==> src/rtl/if_fetch_unit.sv <==
`default_nettype none
`timescale 1ns/1ps
// ============================================================================
// if_fetch_unit : PC owner, req/ack I-memory fetch, DEPTH-entry prefetch queue
// Option IFQ_BYPASS_EN: ack on an empty queue feeds IF/ID in the same cycle.
// Revision 1.0
// ============================================================================
module if_fetch_unit #(
    parameter int unsigned DEPTH    = 4,
    parameter logic [31:0] RESET_PC = 32'h0000_0000
) (
    input  logic        Clk,
    input  logic        Reset,
    input  logic        Redirect,
    input  logic [31:0] RedirectPC,
    input  logic        Stall,
    output logic        IMemReq,
    output logic [31:0] IMemAddr,
    input  logic        IMemAck,
    input  logic [31:0] IMemData,
    output logic        Valid,
    output logic [31:0] Instruction,
    output logic [31:0] PCAddResult
);

    localparam int unsigned      PTR_W     = (DEPTH > 1) ? $clog2(DEPTH) : 1;
    localparam int unsigned      CNT_W     = PTR_W + 1;
    localparam logic [CNT_W-1:0] DEPTH_CNT = CNT_W'(DEPTH);

    localparam logic [1:0] ST_FETCH = 2'd0;
    localparam logic [1:0] ST_WAIT  = 2'd1;
    localparam logic [1:0] ST_KILL  = 2'd2;

    logic [1:0]       state_q, state_d;
    logic             req_q, req_d;
    logic [31:0]      addr_q, addr_d;
    logic [31:0]      fetch_pc_q, fetch_pc_d;
    logic [PTR_W-1:0] rd_ptr_q, rd_ptr_d;
    logic [PTR_W-1:0] wr_ptr_q, wr_ptr_d;
    logic [CNT_W-1:0] count_q, count_d;
    logic [63:0]      entry_q [DEPTH];
    logic [63:0]      entry_d [DEPTH];

    logic        ack_take;
    logic        head_valid;
    logic        bypass;
    logic        push;
    logic        pop;
    logic        credit;
    logic [63:0] head_entry;

    // Queue bookkeeping; entries hold {fetch address + 4, instruction}.
    always_comb begin
        ack_take   = (state_q == ST_WAIT) && IMemAck && !Redirect;
        head_valid = (count_q != '0);
`ifdef IFQ_BYPASS_EN
        bypass     = ack_take && !head_valid && !Stall;
`else
        bypass     = 1'b0;
`endif
        push       = ack_take && !bypass;
        pop        = head_valid && !Stall && !Redirect;

        entry_d = entry_q;
        if (push) begin
            entry_d[wr_ptr_q] = {addr_q + 32'd4, IMemData};
        end

        if (Redirect) begin
            rd_ptr_d = '0;
            wr_ptr_d = '0;
            count_d  = '0;
        end else begin
            rd_ptr_d = pop  ? rd_ptr_q + PTR_W'(1) : rd_ptr_q;
            wr_ptr_d = push ? wr_ptr_q + PTR_W'(1) : wr_ptr_q;
            count_d  = count_q + CNT_W'(push) - CNT_W'(pop);
        end

        if (Redirect) begin
            fetch_pc_d = RedirectPC;
        end else if (ack_take) begin
            fetch_pc_d = fetch_pc_q + 32'd4;
        end else begin
            fetch_pc_d = fetch_pc_q;
        end

        // Only one request is ever in flight, so a free slot now covers its reply.
        credit = (count_d < DEPTH_CNT);
    end

    always_comb begin
        state_d = state_q;
        addr_d  = addr_q;
        case (state_q)
            ST_FETCH: begin
                addr_d = fetch_pc_d;
                if (credit) begin
                    state_d = ST_WAIT;
                end
            end
            ST_WAIT: begin
                if (Redirect) begin
                    if (IMemAck) begin
                        state_d = ST_FETCH;
                        addr_d  = fetch_pc_d;
                    end else begin
                        state_d = ST_KILL;
                    end
                end else if (IMemAck) begin
                    addr_d  = fetch_pc_d;
                    state_d = credit ? ST_WAIT : ST_FETCH;
                end
            end
            ST_KILL: begin
                // Old address stays on the bus until the doomed reply arrives.
                if (IMemAck) begin
                    state_d = ST_FETCH;
                    addr_d  = fetch_pc_d;
                end
            end
            default: begin
                state_d = ST_FETCH;
                addr_d  = fetch_pc_d;
            end
        endcase
        req_d = (state_d != ST_FETCH);
    end

    always_ff @(posedge Clk or negedge Reset) begin
        if (!Reset) begin
            state_q    <= ST_FETCH;
            req_q      <= 1'b0;
            addr_q     <= RESET_PC;
            fetch_pc_q <= RESET_PC;
            rd_ptr_q   <= '0;
            wr_ptr_q   <= '0;
            count_q    <= '0;
            for (int i = 0; i < int'(DEPTH); i++) begin
                entry_q[i] <= '0;
            end
        end else begin
            state_q    <= state_d;
            req_q      <= req_d;
            addr_q     <= addr_d;
            fetch_pc_q <= fetch_pc_d;
            rd_ptr_q   <= rd_ptr_d;
            wr_ptr_q   <= wr_ptr_d;
            count_q    <= count_d;
            entry_q    <= entry_d;
        end
    end

    always_comb begin
        head_entry  = entry_q[rd_ptr_q];
        IMemReq     = req_q;
        IMemAddr    = addr_q;
        Valid       = head_valid || bypass;
        Instruction = head_entry[31:0];
        PCAddResult = head_entry[63:32];
`ifdef IFQ_BYPASS_EN
        if (bypass) begin
            Instruction = IMemData;
            PCAddResult = addr_q + 32'd4;
        end
`endif
    end

endmodule
`default_nettype wire

==> config.mk <==
export PLATFORM = sky130hd
export DESIGN_NAME = if_fetch_unit
export DESIGN_NICKNAME = d
export VERILOG_FILES = /design/src/rtl/if_fetch_unit.sv
export SDC_FILE = /design/constraint.sdc
export NUM_CORES = 1
export LEC_CHECK = 0
export ABC_AREA = 0
export BUFFER_PORTS_ARGS = -buffer_cell sky130_fd_sc_hd__buf_4
export CORE_MARGIN = 5
export CORE_UTILIZATION = 45
export CTS_CLUSTER_DIAMETER = 40
export DETAILED_ROUTE_END_ITERATION = 10
export HOLD_SLACK_MARGIN = 0.15
export PLACE_DENSITY = 0.67
export SETUP_SLACK_MARGIN = 0.15
export SLEW_MARGIN = 20
export SYNTH_ARGS = -nofsm -noshare
export SYNTH_HDL_FRONTEND = slang
export SYNTH_SLANG_ARGS = --single-unit
==> constraint.sdc <==
create_clock -name Clk -period 2.9 [get_ports Clk]
set_input_delay 0.145 -clock Clk [delete_from_list [all_inputs] [get_ports Clk]]
set_output_delay 0.145 -clock Clk [all_outputs]
set_load 0.05 [all_outputs]
==> results of run 1 <==
logic make-up after synthesis:
logic type      synth area share, %
compound gates                 6.03
buf+inv                        2.37
fa+ha+maj                      1.14
simple gates                   9.67
mux                            22.3
flops                          55.1
xor+xnor                       3.42
area by class of cell:
class / count / area (um2) / share of cell area (%)
timing repair buffer: 265 / 2300 / 11.9
clock inverter: 29 / 439 / 2.27
multi-input combinational: 760 / 6450 / 33.4
clock buffer: 57 / 1270 / 6.59
inverter: 12 / 50.0 / 0.259
antenna: 3 / 7.51 / 0.0388
sequential: 330 / 8260 / 42.7
tap: 442 / 553 / 2.86
worst max-delay path, cell delays in order (launching register included):
cell       delay [ns]
dfrtp_1          0.39
inv_2            0.08
ha_4             0.12
and3b_2          0.21
clkinv_4         0.06
ha_4             0.23
inv_1            0.06
ha_2             0.17
inv_2            0.04
fa_2             0.33
xnor3_1          0.26
nor2_2           0.07
a2bb2oi_2        0.19
nor3_2           0.06
or2_4            0.24
metal layers:
layer | vias to the layer above | wire length, um
met5 | - | 0
met4 | 0 | 873
met3 | 61 | 1720
met2 | 210 | 18200
met1 | 5106 | 16200
li1 | 4722 | -
power by group:
group | internal, uW | switching [uW] | leakage, uW
clock network | 3970 | 2160 | 0.000831
registers | 6150 | 1130 | 0.00424
logic | 3530 | 5380 | 0.00367
total | 13700 | 8670 | 0.00874
worst paths after layout:
path,cells after the start,from,slack (ns),endpoint
min in group Clk,3,Redirect,0.32,wr_ptr_q[0]
worst max-delay path,14,state_q[1],0.28,IMemReq
worst max register to register,14,state_q[1],0.28,IMemReq
max in group asynchronous,3,Reset,1.87,entry_q[43]
worst min register to register,2,entry_q[120],0.47,entry_q[120]
worst min-delay path,2,Reset,0.15,entry_q[70]
synth_stat cells, types with 2 or more instances:
master	instances	area share [%]
a21oi_1	5	0.17
a221o_1	15	1.0
a31oi_1	2	0.083
and2_1	4	0.17
and3_1	26	1.1
and4_1	4	0.23
buf_1	8	0.20
buf_2	13	0.43
clkbuf_1	51	1.3
dfrtp_1	330	55
ha_1	12	1.0
inv_1	11	0.28
mux2_2	166	12
mux4_2	64	9.6
nand2_1	154	3.9
nand3_1	33	1.1
nand3b_1	3	0.15
nand4_1	22	0.92
nor2_1	27	0.68
nor2b_1	4	0.17
nor3_1	6	0.20
nor4_1	2	0.083
nor4_2	2	0.17
nor4_4	2	0.28
o21ai_0	127	4.2
o21ai_1	3	0.10
xnor2_1	26	1.5
xor2_1	30	1.8
what timing repair did:
| action | 4_1_cts | 5_1_grt |
|---|---|---|
| setup endpoints to repair | 1 | 1 |
| endpoints found under the hold margin | 527 | 0 |
| pin swaps | 2 | 2 |
| hold buffers | 67 | 0 |
| cloned | 0 | 0 |
| resized for setup | 4 | 8 |
| setup buffers | 1 | 3 |
state kept, by name (all words and copies together) (netlist names):
| signal | flops |
|---|---|
| entry_q | 256 |
| IMemAddr | 32 |
| fetch_pc_q | 32 |
| count_q | 3 |
| rd_ptr_q | 2 |
| state_q | 2 |
| wr_ptr_q | 2 |
| IMemReq | 1 |
per-stage QoR:
stage                     hold WS [ns]  area (um2)  setup slack (ns)
after floorplan                 -0.151       15000             0.163
after global placement           0.123       16900             0.128
after detailed placement         0.123       16900            0.0135
after CTS                        0.158       19300             0.169
after global routing             0.185       19300             0.139
final                            0.154       19300             0.282
==> results by group, run 1 <==
Place
  – RD Place Congestion: slightly above 0.8
  – Buffers on Ports: approximately 170
  – Placed Cells incl. Taps: 1738
  – DP HPWL: 24000 um

Timing
  – Max-slew violations: 0
  – Max Clock Skew: between 0.02 and 0.025 ns
  – Worst-margin pin slew: ~0.8 ns
  – Slew HR: a little under half
  – Max frequency: between 300 and 400 MHz
  – Final hold viol count: 0
  – Post-route setup TNS: 0 ns
  – Final cycle utilization of the critical path: ~90%
  – # setup viols final: 0
  – Fin crit period: about 2.6 ns
  – Unrepaired setup endpoints after global routing: false

Drt
  – Initial DRC Count: 493
  – Post-DRT Antenna Nets: 0
  – WL per Instance: between 15 and 20 um
  – # DRC: 0
  – Via count: ~10k
  – Via-to-Cell Ratio: around 5.3
  – WL final: around 37000 um
  – DRT Pass-1 Iters: 4

Logic synthesis
  – Synth Flop Type: dfrtp_1
  – Count of different cell masters after synthesis: 52
  – Ys async rst share: between 90% and 100%
  – Synth Area per Inst: around 13 um2
  – Ys Warns: 0
  – Cells after Synth: 1176
  – Mapped Area: roughly 15000 um2
  – Synthesized flop and latch total: 330
  – EDFF count, synth: 0
  – Sequential area share after synthesis: 55.1%
  – Syn nets: 1258

Worst setup path
  – Worst setup SP type: register
  – Req. time, crit path: 3.32 ns
  – Crit end category: register
  – Critical Path AT: 3.04 ns
  – Max FO, Critical Path: 3
  – Type of the worst setup path: reg -> reg

Layout
  – Ratio of cells with drive above 1 in the final layout: between 30% and 40%
  – Fin util: between 50% and 60%
  – Fin cells: 1898
  – Area delta synth->final: 29.1%
  – Number of fill cells in the layout: ~2.6k
  – Commonest non-fill, non-tap cell in the layout: dfrtp_1
  – Most frequent cells in the layout: dfrtp_1, buf_4, mux2_2, nand2_1, o21ai_0
  – Final net count: roughly 1.5k

Clock tree
  – CTS Buf Count: 47
  – Clk_lat worst skew: approximately 0.55 ns
  – H-tree Lvls: 2
  – Root Buffer: clkbuf_16
  – CTS clock-pin slew for the worst setup and hold paths: 0.05 ns
  – CTS tree: yes
  – Clock sinks: between 300 and 400
  – Clock Tree Buf Depth: 3

Die
  – Row Count: 66
  – Die X: around 190 um
  – Core footprint: around 33000 um2
  – Starting density of the core: 45.8%
  – Num ports: between 150 and 200
  – Die area: 37000 um2
  – Die Y: 192 um

GRT
  – Met3 Resource Use GR: just over 3%
  – Total track usage: 20.5%
  – Gr ovfl total: 0
  – M2 GR Usage: ~34%
  – Largest net degree at the start of global routing: 93
  – Vias in the first global route: 11.0k
  – First-pass GRT wire length: between 60000 and 70000 um
  – Grt peak-use layer: met2
  – Initial antenna violation count: 3
  – Grt met1 use: about 28%

Pwr
  – Total power per unit cell area: roughly 1200 nW/um2
  – Leakage: roughly 0.009 uW
  – Total power draw: between 20000 and 25000 uW
  – Worst VDD drop: between 0.5 and 0.6 mV

Run
  – Max Cap Viol: 0

Min path
  – Hold WC Path Type: in -> async

Run status
  – Status: completed
(Power assumes the default switching activity.)
==> inputs of run 2 (changes only) <==
- BUFFER_PORTS_ARGS: -buffer_cell sky130_fd_sc_hd__buf_4 -> -buffer_cell sky130_fd_sc_hd__buf_2
- SETUP_SLACK_MARGIN: 0.15 -> 0.4
- clock period: 2.9 -> 2.4 ns (I/O delays scaled with it)
==> run 2 against run 1 <==
The run now ends with setup timing left. Final cell count up 2.8%. Total power increased by 31%. Sequential power is 21% higher. Flip-flop and latch count did not move. Largest cell class unchanged.
==> results by group, run 2 (synthesis results as in run 1) <==
Run status
  – Status: complete, but fails checks
  – Failing checks: setup timing

Die
  – Die area: between 30000 and 40000 um2
  – Die Y: 192 um
  – Core footprint: 32700 um2
  – Row Count: 66
  – Die X: between 150 and 200 um
  – Num ports: around 170
  – Starting density of the core: 45.8%

Drt
  – WL per Instance: between 20 and 25 um
  – # DRC: 0
  – Via count: approximately 11k
  – Initial DRC Count: slightly below 700
  – WL final: about 40000 um
  – Post-DRT Antenna Nets: 0
  – DR WL met2: approximately 20000 um
  – Via-to-Cell Ratio: 5.46
  – DRT Pass-1 Iters: 4
  – DR top layer: met4
  – M1 wire length: around 17000 um
  – Metal3 WL: ~2000 um

GRT
  – Gr ovfl total: 0
  – Largest net degree at the start of global routing: around 80
  – First-pass GRT wire length: 64300 um
  – Vias in the first global route: around 11k
  – Total track usage: between 20% and 30%
  – Initial antenna violation count: 3

Layout
  – Commonest non-fill, non-tap cell in the layout: dfrtp_1
  – Final net count: ~1.6k
  – Fin cells: 1952
  – Fin util: approximately 64%
  – Number of fill cells in the layout: between 2k and 2.5k
  – Largest Register: entry_q
  – Most frequent cells in the layout: dfrtp_1, mux2_2, nand2_1, o21ai_0, buf_2
  – Number of flip-flops in the largest register: 256
  – Area delta synth->final: 38.6%
  – Design area: about 21000 um2
  – Ratio of cells with drive above 1 in the final layout: a little over two fifths

Run
  – Max Cap Viol: 0

Place
  – RD Place Congestion: 0.819
  – Placed Cells incl. Taps: between 1.5k and 2k
  – DP HPWL: ~25000 um
  – Buffers on Ports: 166
  – DP Area: approximately 17000 um2

Timing
  – Max Clock Skew: 0.0328 ns
  – Worst-margin pin slew: between 0.6 and 0.7 ns
  – Fin crit period: ~2.5 ns
  – Max-slew violations: 0
  – Unrepaired setup endpoints after global routing: true
  – Max frequency: 398 MHz
  – Post-route setup TNS: -0.132 ns
  – Final worst slack: -0.115 ns
  – # setup viols final: 2
  – Slew HR: 54.2%
  – Final hold viol count: 0
  – Final cycle utilization of the critical path: 105%

Clock tree
  – H-tree Lvls: 2
  – Root Buffer: clkbuf_16
  – CTS Buf Count: 47
  – Clock sinks: 330
  – CTS clock-pin slew for the worst setup and hold paths: ~0.050 ns
  – Clk_lat worst skew: between 0.5 and 0.6 ns
  – CTS tree: yes
  – Clock Tree Buf Depth: 3

Worst setup path
  – Crit end category: register
  – Worst setup SP type: register
  – Max FO, Critical Path: 3
  – Req. time, crit path: roughly 2.8 ns
  – Critical Path AT: 2.93 ns
  – Type of the worst setup path: reg -> reg

Pwr
  – Total power draw: just under 30000 uW
  – Leakage: 0.00930 uW
  – Total power per unit cell area: about 1400 nW/um2
  – Worst VDD drop: 1.02 mV

Min path
  – Hold WC Path Type: in -> async
-- run 2: cell types whose count changed in the layout (fill, tap and decap cells not counted), moves of 6 or more --
cell / change
buf_16: +6
buf_2: +101
buf_4: -150
buf_6: +19
buf_8: +71
dfrtp_1: -12
dfrtp_2: +12
nand3_1: -9
nand3_4: +8
xnor2_1: -13
xnor2_2: +12
xor2_1: -12
xor2_2: +12
-- run 2: where the power goes --
part           switching [uW]  internal, uW
sequential               1350          7450
clock                    2640          4750
combinational            7170          5830
-- run 2: cell type report --
cell class / instances / area, um2 / share of cell area [%]
well taps: 442 / 553 / 2.66
clock inverters: 27 / 420 / 2.02
multi-input cells: 761 / 6910 / 33.3
clock buffers: 58 / 1300 / 6.25
diodes: 3 / 7.51 / 0.0361
flip-flops and latches: 330 / 8280 / 39.9
inverters: 12 / 55.1 / 0.265
repair buffers: 319 / 3250 / 15.6
-- run 2: per-layer routing --
layer	track usage (%)	vias up
met5	0	-
met4	6.88	0
met3	3.47	79
met2	36.5	282
met1	29.6	5440
li1	-	4854
-- run 2: what timing repair did --
item	4_1_cts	5_1_grt
resized for setup	231	86
gates cloned	6	1
hold buffers	70	0
setup buffers	23	6
pin swaps	58	20
endpoints found under the setup margin	262	247
hold endpoints to repair	495	0
-- run 2: worst paths after layout --
kind                       slack (ns)   startpoint      endpoint  cells after the start
setup reg to reg                -0.12   state_q[1]       IMemReq                     14
setup / recovery                -0.12   state_q[1]       IMemReq                     14
min in group Clk                 0.21     Redirect    count_q[0]                      3
hold reg to reg                  0.47  entry_q[37]   entry_q[37]                      2
hold / removal                   0.16        Reset  entry_q[204]                      2
max in group asynchronous        1.40        Reset  entry_q[188]                      3
-- run 2: critical path: stages, from the launching register on --
cell and delay [ns]:
dfrtp_1 0.38, inv_2 0.08, ha_4 0.13, and3b_2 0.24, inv_8 0.04, ha_4 0.21
inv_4 0.05, ha_4 0.11, inv_2 0.03, fa_2 0.32, xnor3_1 0.28, nor2_2 0.07
a2bb2oi_2 0.15, nor3_2 0.06, or2_4 0.25
-- run 2: per-stage QoR --
stage	hold WS [ns]	setup slack, ns
after floorplan	-0.176	-0.120
after global placement	0.162	-0.0930
after detailed placement	0.159	-0.188
after CTS	0.175	-0.103
after global routing	0.207	-0.177
final	0.159	-0.115
==> inputs of run 3 (changes only) <==
- PLACE_DENSITY: 0.67 -> 0.65
- clock period: 2.4 -> 3.1 ns (I/O delays scaled with it)
==> run 3 against run 2 <==
The run now ends clean. Register-to-register slack better by 0.63 ns. Critical path depth unchanged. Worst setup slack improved by 0.63 ns. Non-clock buffer count decreased by 53. Core utilization fell by 5.6 points. Die area is the same. First-iteration DRC count is 21% lower. Maximum frequency fell by 2.9%. Largest cell class unchanged. Largest power group unchanged.
==> results by group, run 3 (synthesis results as in run 1) <==
Run status
  – Status: completed

Drt
  – DR WL met2: about 18000 um
  – WL per Instance: 19.4 um
  – Initial DRC Count: approximately 540
  – Post-DRT Antenna Nets: 0
  – # DRC: 0
  – WL final: ~37000 um
  – DRT Pass-1 Iters: 5
  – DR top layer: met4
  – M1 wire length: 16800 um
  – Via-to-Cell Ratio: 5.35
  – Metal3 WL: 1810 um
  – Via count: around 10k

Clock tree
  – Clock Tree Buf Depth: 3
  – Clock sinks: 330
  – CTS clock-pin slew for the worst setup and hold paths: about 0.050 ns
  – H-tree Lvls: 2
  – CTS tree: yes
  – CTS Buf Count: between 50 and 60
  – Clk_lat worst skew: about 0.55 ns
  – Root Buffer: clkbuf_16

Timing
  – Worst-margin pin slew: 0.798 ns
  – Slew HR: between 40% and 50%
  – Max-slew violations: 0
  – Max frequency: around 390 MHz
  – Post-route setup TNS: 0 ns
  – Final cycle utilization of the critical path: between 80% and 90%
  – Unrepaired setup endpoints after global routing: false
  – Fin crit period: ~2.6 ns
  – # setup viols final: 0
  – Max Clock Skew: 0.0184 ns
  – Final hold viol count: 0

Worst setup path
  – CP max stage delay: about 0.38 ns
  – Type of the worst setup path: reg -> reg
  – Ordered cell list for the critical path: inv_2, ha_4, and3b_2, clkinv_4, ha_4, inv_2, ha_2, inv_2, fa_2, xnor3_2, nor2_4, a2bb2oi_2, nor3_2, or2_4
  – Max FO, Critical Path: 3
  – Req. time, crit path: approximately 3.5 ns
  – Worst setup SP type: register
  – Crit end category: register
  – Slowest CP cell: dfrtp_1
  – Critical Path AT: 3.01 ns
  – Most used cell along the critical path: inv_2

GRT
  – Gr ovfl total: 0
  – Largest net degree at the start of global routing: a little over 90
  – Vias in the first global route: between 10k and 15k
  – Initial antenna violation count: 4
  – First-pass GRT wire length: approximately 60000 um
  – Total track usage: roughly a fifth

Die
  – Row Count: 66
  – Core footprint: approximately 33000 um2
  – Die Y: 192 um
  – Die X: 192 um
  – Die area: 37000 um2
  – Num ports: 167
  – Starting density of the core: between 40% and 50%

Place
  – RD Place Congestion: a little over 0.8
  – Buffers on Ports: about 170
  – DP HPWL: approximately 24000 um
  – DP Area: ~16000 um2

Layout
  – Area delta synth->final: 26.3%
  – Design area: ~19000 um2
  – Most frequent cells in the layout: dfrtp_1, mux2_2, buf_2, nand2_1, o21ai_0
  – Ratio of cells with drive above 1 in the final layout: between 30% and 40%
  – Largest Register: entry_q
  – Fin util: between 50% and 60%
  – Number of flip-flops in the largest register: ~260
  – Commonest non-fill, non-tap cell in the layout: dfrtp_1
  – Final net count: approximately 1.5k

Pwr
  – Worst VDD drop: roughly 0.8 mV
  – Total power draw: a little over 20000 uW
  – Total power per unit cell area: 1070 nW/um2
  – Leakage: ~0.0086 uW

Run
  – Max Cap Viol: 0

Min path
  – Hold WC Path Type: in -> async
-- run 3: cell count changes in the layout (fill, tap and decap cells not counted), moves of 9 or more --
cell and delta:
xnor2_2 -12, buf_8 -71, xnor2_1 +13, buf_4 -11, dfrtp_1 +12, buf_6 -19, buf_2 +64, xor2_2 -12
dfrtp_2 -12, nand3_1 +9, xor2_1 +12
-- run 3: layer usage --
metal | global-route usage [%] | vias to the layer above
met5 | 0 | -
met4 | 5.43 | 0
met3 | 3.35 | 53
met2 | 33.3 | 252
met1 | 29.0 | 5159
li1 | - | 4743
-- run 3: worst paths after layout --
path | startpoint | endpoint | slack [ns] | cells past startpoint
setup / recovery | state_q[1] | IMemReq | 0.51 | 14
hold / removal | Reset | entry_q[210] | 0.19 | 2
setup reg to reg | state_q[1] | IMemReq | 0.51 | 14
hold reg to reg | entry_q[101] | entry_q[101] | 0.47 | 2
max in group asynchronous | Reset | entry_q[184] | 1.91 | 3
min in group Clk | Redirect | count_q[0] | 0.31 | 6
-- run 3: layout make-up --
class,instances,area [um2]
fillers,2701,13800
flip-flops and latches,330,8260
multi-input cells,760,6470
repair buffers,266,1860
clock buffers,61,1410
well taps,442,553
clock inverters,34,320
inverters,12,50.0
diodes,4,10.0
-- run 3: critical path, delay by kind of cell (launching register included) --
| kind | cells | cell delay (ns) |
|---|---|---|
| AOI/OAI and AO/OA | 1 | 0.16 |
| xor gates and xnor gates | 1 | 0.29 |
| adders and majority gates | 4 | 0.84 |
| buffers and inverters | 4 | 0.22 |
| DFF | 1 | 0.38 |
| and+or+nand+nor | 4 | 0.57 |
-- run 3: where the power goes --
group	total, uW	leakage, uW	internal, uW	switching [uW]
clock	5620	0.000843	3460	2150
sequential	6830	0.00424	5760	1070
combinational	7810	0.00353	2810	5000
-- run 3: repair_timing --
item | CTS | global route
endpoints found under the setup margin | 18 | 1
pin swaps | 2 | 3
buffers inserted | 4 | 1
resized for setup | 2 | 15
endpoints found under the hold margin | 282 | 0
hold buffers | 67 | 0
-- run 3: metrics by stage --
stage | worst slack [ns] | hold WS [ns] | instances
CTS | 0.372 | 0.239 | 1904
detailed placement | 0.224 | 0.214 | 1738
floorplan | 0.413 | -0.141 | 1176
finish | 0.510 | 0.194 | 1909
global placement | 0.290 | 0.219 | 1738
global route | 0.384 | 0.268 | 1909
